**config.mk**
```make
export PLATFORM = sky130hd
export DESIGN_NAME = cfg_chain_loader
export DESIGN_NICKNAME = d
export VERILOG_FILES = /design/src/rtl/cfg_chain_pkg.sv /design/src/rtl/cfg_chain_readback.sv /design/src/rtl/cfg_chain_loader.sv
export SDC_FILE = /design/constraint.sdc
export NUM_CORES = 1
export LEC_CHECK = 0
export ABC_CLOCK_PERIOD_IN_PS = 2450
export BUFFER_PORTS_ARGS = -buffer_cell sky130_fd_sc_hd__buf_4
export CELL_PAD_IN_SITES_DETAIL_PLACEMENT = 0
export CELL_PAD_IN_SITES_GLOBAL_PLACEMENT = 1
export CORE_MARGIN = 8
export CORE_UTILIZATION = 42
export CTS_CLUSTER_SIZE = 10
export DETAILED_ROUTE_END_ITERATION = 10
export PLACE_DENSITY_LB_ADDON = 0.05
export REMOVE_ABC_BUFFERS = 1
export SETUP_SLACK_MARGIN = 0.02
export SKIP_CTS_REPAIR_TIMING = 1
export SYNTH_ARGS = -nofsm -noshare
export SYNTH_HDL_FRONTEND = slang
export SYNTH_SLANG_ARGS = --single-unit
export TNS_END_PERCENT = 1
```
**constraint.sdc**
```tcl
create_clock -name prog_clk -period 2.45 [get_ports prog_clk]
set_input_delay 0.1225 -clock prog_clk [delete_from_list [all_inputs] [get_ports prog_clk]]
set_output_delay 0.1225 -clock prog_clk [all_outputs]
set_load 0.05 [all_outputs]
```
**src/rtl/cfg_chain_pkg.sv**
```systemverilog
// -----------------------------------------------------------------------------
// cfg_chain_pkg
// Shared definitions for the configuration-chain loader:
//   - cfg_state_t   : loader FSM states (IDLE, LOAD, SHIFT, DONE)
//   - cnt_w()       : width of a counter able to hold 0..chain_len
//   - DEF_CHAIN_LEN / DEF_WORD_W : default chain length and input word width
// -----------------------------------------------------------------------------
package cfg_chain_pkg;

  localparam int DEF_CHAIN_LEN = 512;
  localparam int DEF_WORD_W    = 8;

  typedef enum logic [1:0] {
    ST_IDLE  = 2'd0,
    ST_LOAD  = 2'd1,
    ST_SHIFT = 2'd2,
    ST_DONE  = 2'd3
  } cfg_state_t;

  // Bit-counter width: must represent the terminal value chain_len itself.
  function automatic int cnt_w(input int chain_len);
    return $clog2(chain_len + 1);
  endfunction

endpackage

```
**src/rtl/cfg_chain_readback.sv**
```systemverilog
// -----------------------------------------------------------------------------
// cfg_chain_readback
// Collects the bits falling out of the chain tail while the chain shifts and
// presents them as WORD_W-wide words, LSB = first sample. A final short group
// is zero-padded in its upper bits. rb_valid pulses for one cycle, the cycle
// after the last sample of a group. No backpressure.
// Only instantiated when CFG_CHAIN_READBACK_EN is defined.
//
// Ports:
//   prog_clk     in   clock (rising edge)
//   pReset       in   asynchronous active-high reset
//   sample_en    in   chain shifts this cycle; sample sample_bit
//   sample_last  in   this sample is the final bit of the load
//   sample_bit   in   chain tail bit
//   rb_data      out  last completed readback word
//   rb_valid     out  one-cycle pulse when rb_data is updated
// -----------------------------------------------------------------------------
module cfg_chain_readback #(
  parameter int WORD_W = 8
) (
  input  logic              prog_clk,
  input  logic              pReset,
  input  logic              sample_en,
  input  logic              sample_last,
  input  logic              sample_bit,
  output logic [WORD_W-1:0] rb_data,
  output logic              rb_valid
);

  localparam int              IDX_W    = $clog2(WORD_W);
  localparam logic [IDX_W-1:0] IDX_LAST = IDX_W'(WORD_W - 1);

  logic [WORD_W-1:0] group_reg, group_next;
  logic [IDX_W-1:0]  idx_reg;
  logic [WORD_W-1:0] rb_data_reg;
  logic              rb_valid_reg;
  logic              group_close;

  // Starting a fresh group clears the upper bits, so a short final group
  // comes out zero-padded without any extra shifting.
  always_comb begin
    group_next          = (idx_reg == '0) ? '0 : group_reg;
    group_next[idx_reg] = sample_bit;
  end

  assign group_close = (idx_reg == IDX_LAST) || sample_last;

  always_ff @(posedge prog_clk or posedge pReset) begin
    if (pReset) begin
      group_reg    <= '0;
      idx_reg      <= '0;
      rb_data_reg  <= '0;
      rb_valid_reg <= 1'b0;
    end else begin
      rb_valid_reg <= 1'b0;
      if (sample_en) begin
        group_reg <= group_next;
        if (group_close) begin
          rb_data_reg  <= group_next;
          rb_valid_reg <= 1'b1;
          idx_reg      <= '0;
        end else begin
          idx_reg <= idx_reg + 1'b1;
        end
      end
    end
  end

  assign rb_data  = rb_data_reg;
  assign rb_valid = rb_valid_reg;

endmodule

```
**src/rtl/cfg_chain_loader.sv**
```systemverilog
// -----------------------------------------------------------------------------
// cfg_chain_loader
// Accepts configuration words on a valid/ready stream and serializes them,
// LSB first, one bit per prog_clk cycle onto the fabric configuration chain.
// Stops after exactly CHAIN_LEN bits (dropping unused upper bits of a final
// partial word) and pulses done.
//
// Optional feature macro: CFG_CHAIN_READBACK_EN
//   When defined, adds rb_data/rb_valid and captures ccff_tail on every shift
//   cycle (previous chain contents) via cfg_chain_readback.
//
// Ports:
//   prog_clk       in   clock (rising edge)
//   pReset         in   asynchronous active-high reset
//   start          in   begin a load (only honoured in IDLE)
//   in_data        in   configuration word, LSB shifted first
//   in_valid       in   in_data valid
//   in_ready       out  word accepted this cycle when in_valid is high
//   ccff_head      out  serial bit into chain head (registered)
//   ccff_shift_en  out  chain shifts on next edge (registered)
//   ccff_tail      in   serial bit from chain tail (readback only)
//   busy           out  high while not IDLE
//   done           out  one-cycle completion pulse
//   rb_data        out  readback word        (CFG_CHAIN_READBACK_EN only)
//   rb_valid       out  readback word strobe (CFG_CHAIN_READBACK_EN only)
//   bit_count      out  bits shifted so far in the current load
// -----------------------------------------------------------------------------
module cfg_chain_loader
  import cfg_chain_pkg::*;
#(
  parameter int CHAIN_LEN = DEF_CHAIN_LEN,
  parameter int WORD_W    = DEF_WORD_W
) (
  input  logic                         prog_clk,
  input  logic                         pReset,
  input  logic                         start,
  input  logic [WORD_W-1:0]            in_data,
  input  logic                         in_valid,
  output logic                         in_ready,
  output logic                         ccff_head,
  output logic                         ccff_shift_en,
  input  logic                         ccff_tail,
  output logic                         busy,
  output logic                         done,
`ifdef CFG_CHAIN_READBACK_EN
  output logic [WORD_W-1:0]            rb_data,
  output logic                         rb_valid,
`endif
  output logic [cnt_w(CHAIN_LEN)-1:0]  bit_count
);

  localparam int               CNT_W    = cnt_w(CHAIN_LEN);
  localparam int               IDX_W    = $clog2(WORD_W);
  localparam logic [CNT_W-1:0] CNT_LAST = CNT_W'(CHAIN_LEN - 1);
  localparam logic [IDX_W-1:0] IDX_LAST = IDX_W'(WORD_W - 1);

  cfg_state_t        state_reg, state_next;
  logic [WORD_W-1:0] shift_reg, shift_next;   // bits of the word not yet on ccff_head
  logic [IDX_W-1:0]  idx_reg, idx_next;       // position within the word of the bit on ccff_head
  logic [CNT_W-1:0]  count_reg, count_next;
  logic              head_reg, head_next;
  logic              shift_en_reg, shift_en_next;

  logic last_bit;   // this cycle carries chain bit CHAIN_LEN-1
  logic word_end;   // this cycle carries the top bit of the current word
  logic accept;

  assign last_bit = (state_reg == ST_SHIFT) && (count_reg == CNT_LAST);
  assign word_end = (state_reg == ST_SHIFT) && (idx_reg == IDX_LAST);

  // Ready also goes high on the top bit of a non-final word so the next word
  // follows with no bubble.
  assign in_ready = (state_reg == ST_LOAD) || (word_end && !last_bit);
  assign accept   = in_ready && in_valid;

  always_ff @(posedge prog_clk or posedge pReset) begin
    if (pReset) begin
      state_reg    <= ST_IDLE;
      shift_reg    <= '0;
      idx_reg      <= '0;
      count_reg    <= '0;
      head_reg     <= 1'b0;
      shift_en_reg <= 1'b0;
    end else begin
      state_reg    <= state_next;
      shift_reg    <= shift_next;
      idx_reg      <= idx_next;
      count_reg    <= count_next;
      head_reg     <= head_next;
      shift_en_reg <= shift_en_next;
    end
  end

  always_comb begin
    state_next    = state_reg;
    shift_next    = shift_reg;
    idx_next      = idx_reg;
    count_next    = count_reg;
    head_next     = head_reg;     // head holds through stalls
    shift_en_next = 1'b0;

    case (state_reg)
      ST_IDLE: begin
        if (start) begin
          state_next = ST_LOAD;
          count_next = '0;
        end
      end

      ST_LOAD: begin
        if (accept) begin
          state_next    = ST_SHIFT;
          head_next     = in_data[0];
          shift_next    = in_data >> 1;
          idx_next      = '0;
          shift_en_next = 1'b1;
        end
      end

      ST_SHIFT: begin
        count_next = count_reg + 1'b1;
        if (last_bit) begin
          // Chain full; any remaining bits of this word are dropped.
          state_next = ST_DONE;
        end else if (word_end) begin
          if (accept) begin
            head_next     = in_data[0];
            shift_next    = in_data >> 1;
            idx_next      = '0;
            shift_en_next = 1'b1;
          end else begin
            state_next = ST_LOAD;
          end
        end else begin
          head_next     = shift_reg[0];
          shift_next    = shift_reg >> 1;
          idx_next      = idx_reg + 1'b1;
          shift_en_next = 1'b1;
        end
      end

      ST_DONE: begin
        state_next = ST_IDLE;
      end

      default: begin
        state_next = ST_IDLE;
      end
    endcase
  end

  assign ccff_head     = head_reg;
  assign ccff_shift_en = shift_en_reg;
  assign busy          = (state_reg != ST_IDLE);
  assign done          = (state_reg == ST_DONE);
  assign bit_count     = count_reg;

`ifdef CFG_CHAIN_READBACK_EN
  cfg_chain_readback #(
    .WORD_W (WORD_W)
  ) u_readback (
    .prog_clk    (prog_clk),
    .pReset      (pReset),
    .sample_en   (shift_en_reg),
    .sample_last (last_bit),
    .sample_bit  (ccff_tail),
    .rb_data     (rb_data),
    .rb_valid    (rb_valid)
  );
`else
  logic unused_tail;
  assign unused_tail = ccff_tail;
`endif

endmodule

```
==> summary.md <==
| Metric | Value |
|---|---|
| Crit path DAT | 2.18 ns |
| Pin count of the biggest net entering global routing | 26 |
| First-pass GRT wire length | 6.03 mm |
| Gate count of the mapped netlist | 154 |
| Hold Path Class | primary input to async pin |
| Yosys warnings | 0 |
| Die ar. | 5830 µm² |
| P&R area growth vs syn | 16.8% |
| Hpwl dp | 2.51 mm |
| WL final | 3.50 mm |
| Hold Vio Cnt, Final | 0 |
| CTS tree | yes |
| Seq/Total Area, Yosys | 40.9% |
| Final period util | 94.1% |
| Met2 usage | 20.3% |
| Yosys reg bits | 25 |
| Main synth FF type | dfrtp_1 |
| FF-to-FF path depth | 6 |
| Post-synth ARST share | 100% |
| Crit start category | flip-flop |
| CTS Sinks | 25 |
| Worst hold slack | 0.0103 ns |
| RSZ-0062 raised after global routing | false |
| Pwr per Cell Area | 1070 nW/µm² |
| Post-Route Setup TNS | 0 ns |
| Worst setup EP type | primary output |
| Die Span X | 76.4 µm |
| Period minus WS final | 2.31 ns |
| Slew HR | 35.1% |
| Worst-Skew Late Latency | 0.32 ns |
| Number of buffers created by CTS | 3 |
| Initial antenna violation count | 0 |
| Required @ worst endpoint | 2.33 ns |
| Root Buffer | clkbuf_4 |
| 1st-iter DRT viols | 40 |
| Max Transition Viols Final | 0 |
| Io pins | 28 |
| RePlAce Congestion | 0.737 |
| Status | completed |
| Worst setup path startpoint | bit_count[0]$_DFFE_PP0P_ |
| Initial Utilization | 42.8% |
| Cell variety after synth | 41 |
| Clk_skew | 0.00588 ns |
| Die height | 76.4 µm |
| Reg2Reg Setup Slack | 0.50 ns |
| Syn Area/Cell | 9.94 µm² |
| EDFF count, synth | 0 |
| Clk slew on worst S/H paths | 0.14 ns |
| Nets | 201 |
| Met3 Use GR | 2.48% |
| Remaining global-route overflow | 0 |
| Fmax | 0.434 GHz |
| Clock Tree Buf Depth | 2 |
| DRC | 0 |
| Port-buffer cells | 26 |
| DR WL/cell | 15.4 µm |
| Final setup fails | 0 |
| R2r startpoint | state_reg[0]$_DFFE_PP0P_ |
| Leakage power total | 0.809 nW |
| CORE AREA | 3580 µm² |
| DR vias | 1,249 |
| Critical path type | flip-flop to primary output |
| Worst slew pin tran | 0.972 ns |
| Share of cells above drive strength 1 | 26.1% |
| Mapped cell area | 1530 µm² |
| Vias per cell | 5.48 |
| GR peak layer | met2 |
| Reg-to-Reg End | shift_reg[3]$_DFFE_PP0P_ |
| Max reg flops | 10 |
| Core Rows | 22 |
| Met1 Use GR | 14.9% |
| Overall Global Routing Usage | 12.1% |
| CTS HTree Levels | 1 |
| Pre-antenna DRT Iters | 4 |
| Max_cap viols | 0 |
| Max FO, Critical Path | 6 |
| DRT antenna net count | 0 |
| ANT cells | 0 |
| Vias in the first global route | 1,304 |
| Worst vdd ir | 0.525 mV |
-- synth_stat cells (all sizes together) (2+ instances only) --
cell type  instances  area (µm²)
o2bb2ai            3        26.3
ha                 7        87.6
xnor2              5        43.8
nand2b             3        26.3
nor4               2        27.5
clkbuf             6        42.5
nor3               3        15.0
a21oi              4        20.0
buf                5        42.5
nand3b             5        37.5
mux2i              2        20.0
nand4              2        27.5
a32o               5        50.1
nor2b              3        18.8
nor2               9        33.8
a32oi              7        61.3
nand2              6        22.5
inv               14        52.6
a22oi              3        22.5
o22a               3        26.3
nand3              7        40.0
dfrtp             25         626
o21ai             14        70.1
-- report_power, final --
| part | switching, mW | internal (mW) |
|---|---|---|
| clock | 0.127 | 0.0611 |
| sequential | 0.0975 | 0.550 |
| combinational | 0.663 | 0.413 |
| total | 0.888 | 1.02 |
-- stage by stage --
step                      total power, mW  instances  setup WS [ns]  instance area (µm²)  util [%]
final                                1.91        228          0.145                 1790      49.9
after global routing                 2.06        228         0.0440                 1790      49.9
after CTS                            1.92        225         0.0459                 1760      49.1
after detailed placement             1.73        221          0.441                 1730      48.4
after global placement               1.70        221          0.448                 1730      48.4
after floorplan                      1.42        143          0.273                 1450         -
-- logic make-up after synthesis --
group / count (synthesis) / share of synthesized area, %
AND/OR/NAND/NOR: 46 / 19.5
adder cells (fa/ha/maj): 7 / 5.72
multiplexers: 2 / 1.31
buffers and inverters: 25 / 8.99
flip-flops: 25 / 40.9
XOR/XNOR: 5 / 2.86
AO/OA/AOI/OAI: 44 / 20.8
-- worst max-delay path by stage --
stage	end	slack, ns	cells past startpoint
floorplan	in_ready	0.27	4
global placement	in_ready	0.45	5
detailed placement	in_ready	0.44	5
CTS	in_ready	0.05	5
global route	in_ready	0.04	5
finish	in_ready	0.14	5
-- layout make-up --
class / count / area (µm²)
clock buffers: 3 / 22.5
well taps: 48 / 60.1
clock inverters: 1 / 5.00
flip-flops and latches: 25 / 627
fillers: 352 / 1790
repair buffers: 33 / 248
multi-input cells: 104 / 772
inverters: 14 / 52.6
-- metal layers --
metal | share of wire, % | up-vias
li1 | - | 612
met1 | 46 | 607
met2 | 49 | 26
met3 | 4.1 | 4
met4 | 1.1 | 0
met5 | 0 | -
-- worst max-delay path, cell delays in order (launching register included) --
cell	delay, ns
dfrtp_2	0.44
ha_2	0.21
nand3_2	0.16
or4_4	0.60
a31o_2	0.27
buf_4	0.18
-- placed cells by master (no fill, tap or decap), types with 2 or more instances in the layout --
master / n
a21oi_1: 4
a22oi_1: 3
a32o_1: 5
a32oi_1: 7
buf_4: 33
clkbuf_4: 3
dfrtp_1: 24
ha_1: 5
ha_2: 2
inv_1: 14
mux2i_1: 2
nand2_1: 6
nand2b_1: 2
nand3_1: 6
nand3b_1: 5
nor2_1: 9
nor2b_1: 3
nor3_1: 3
o21ai_0: 14
o22a_1: 3
o2bb2ai_1: 3
xnor2_1: 5
(Power assumes the default switching activity.)
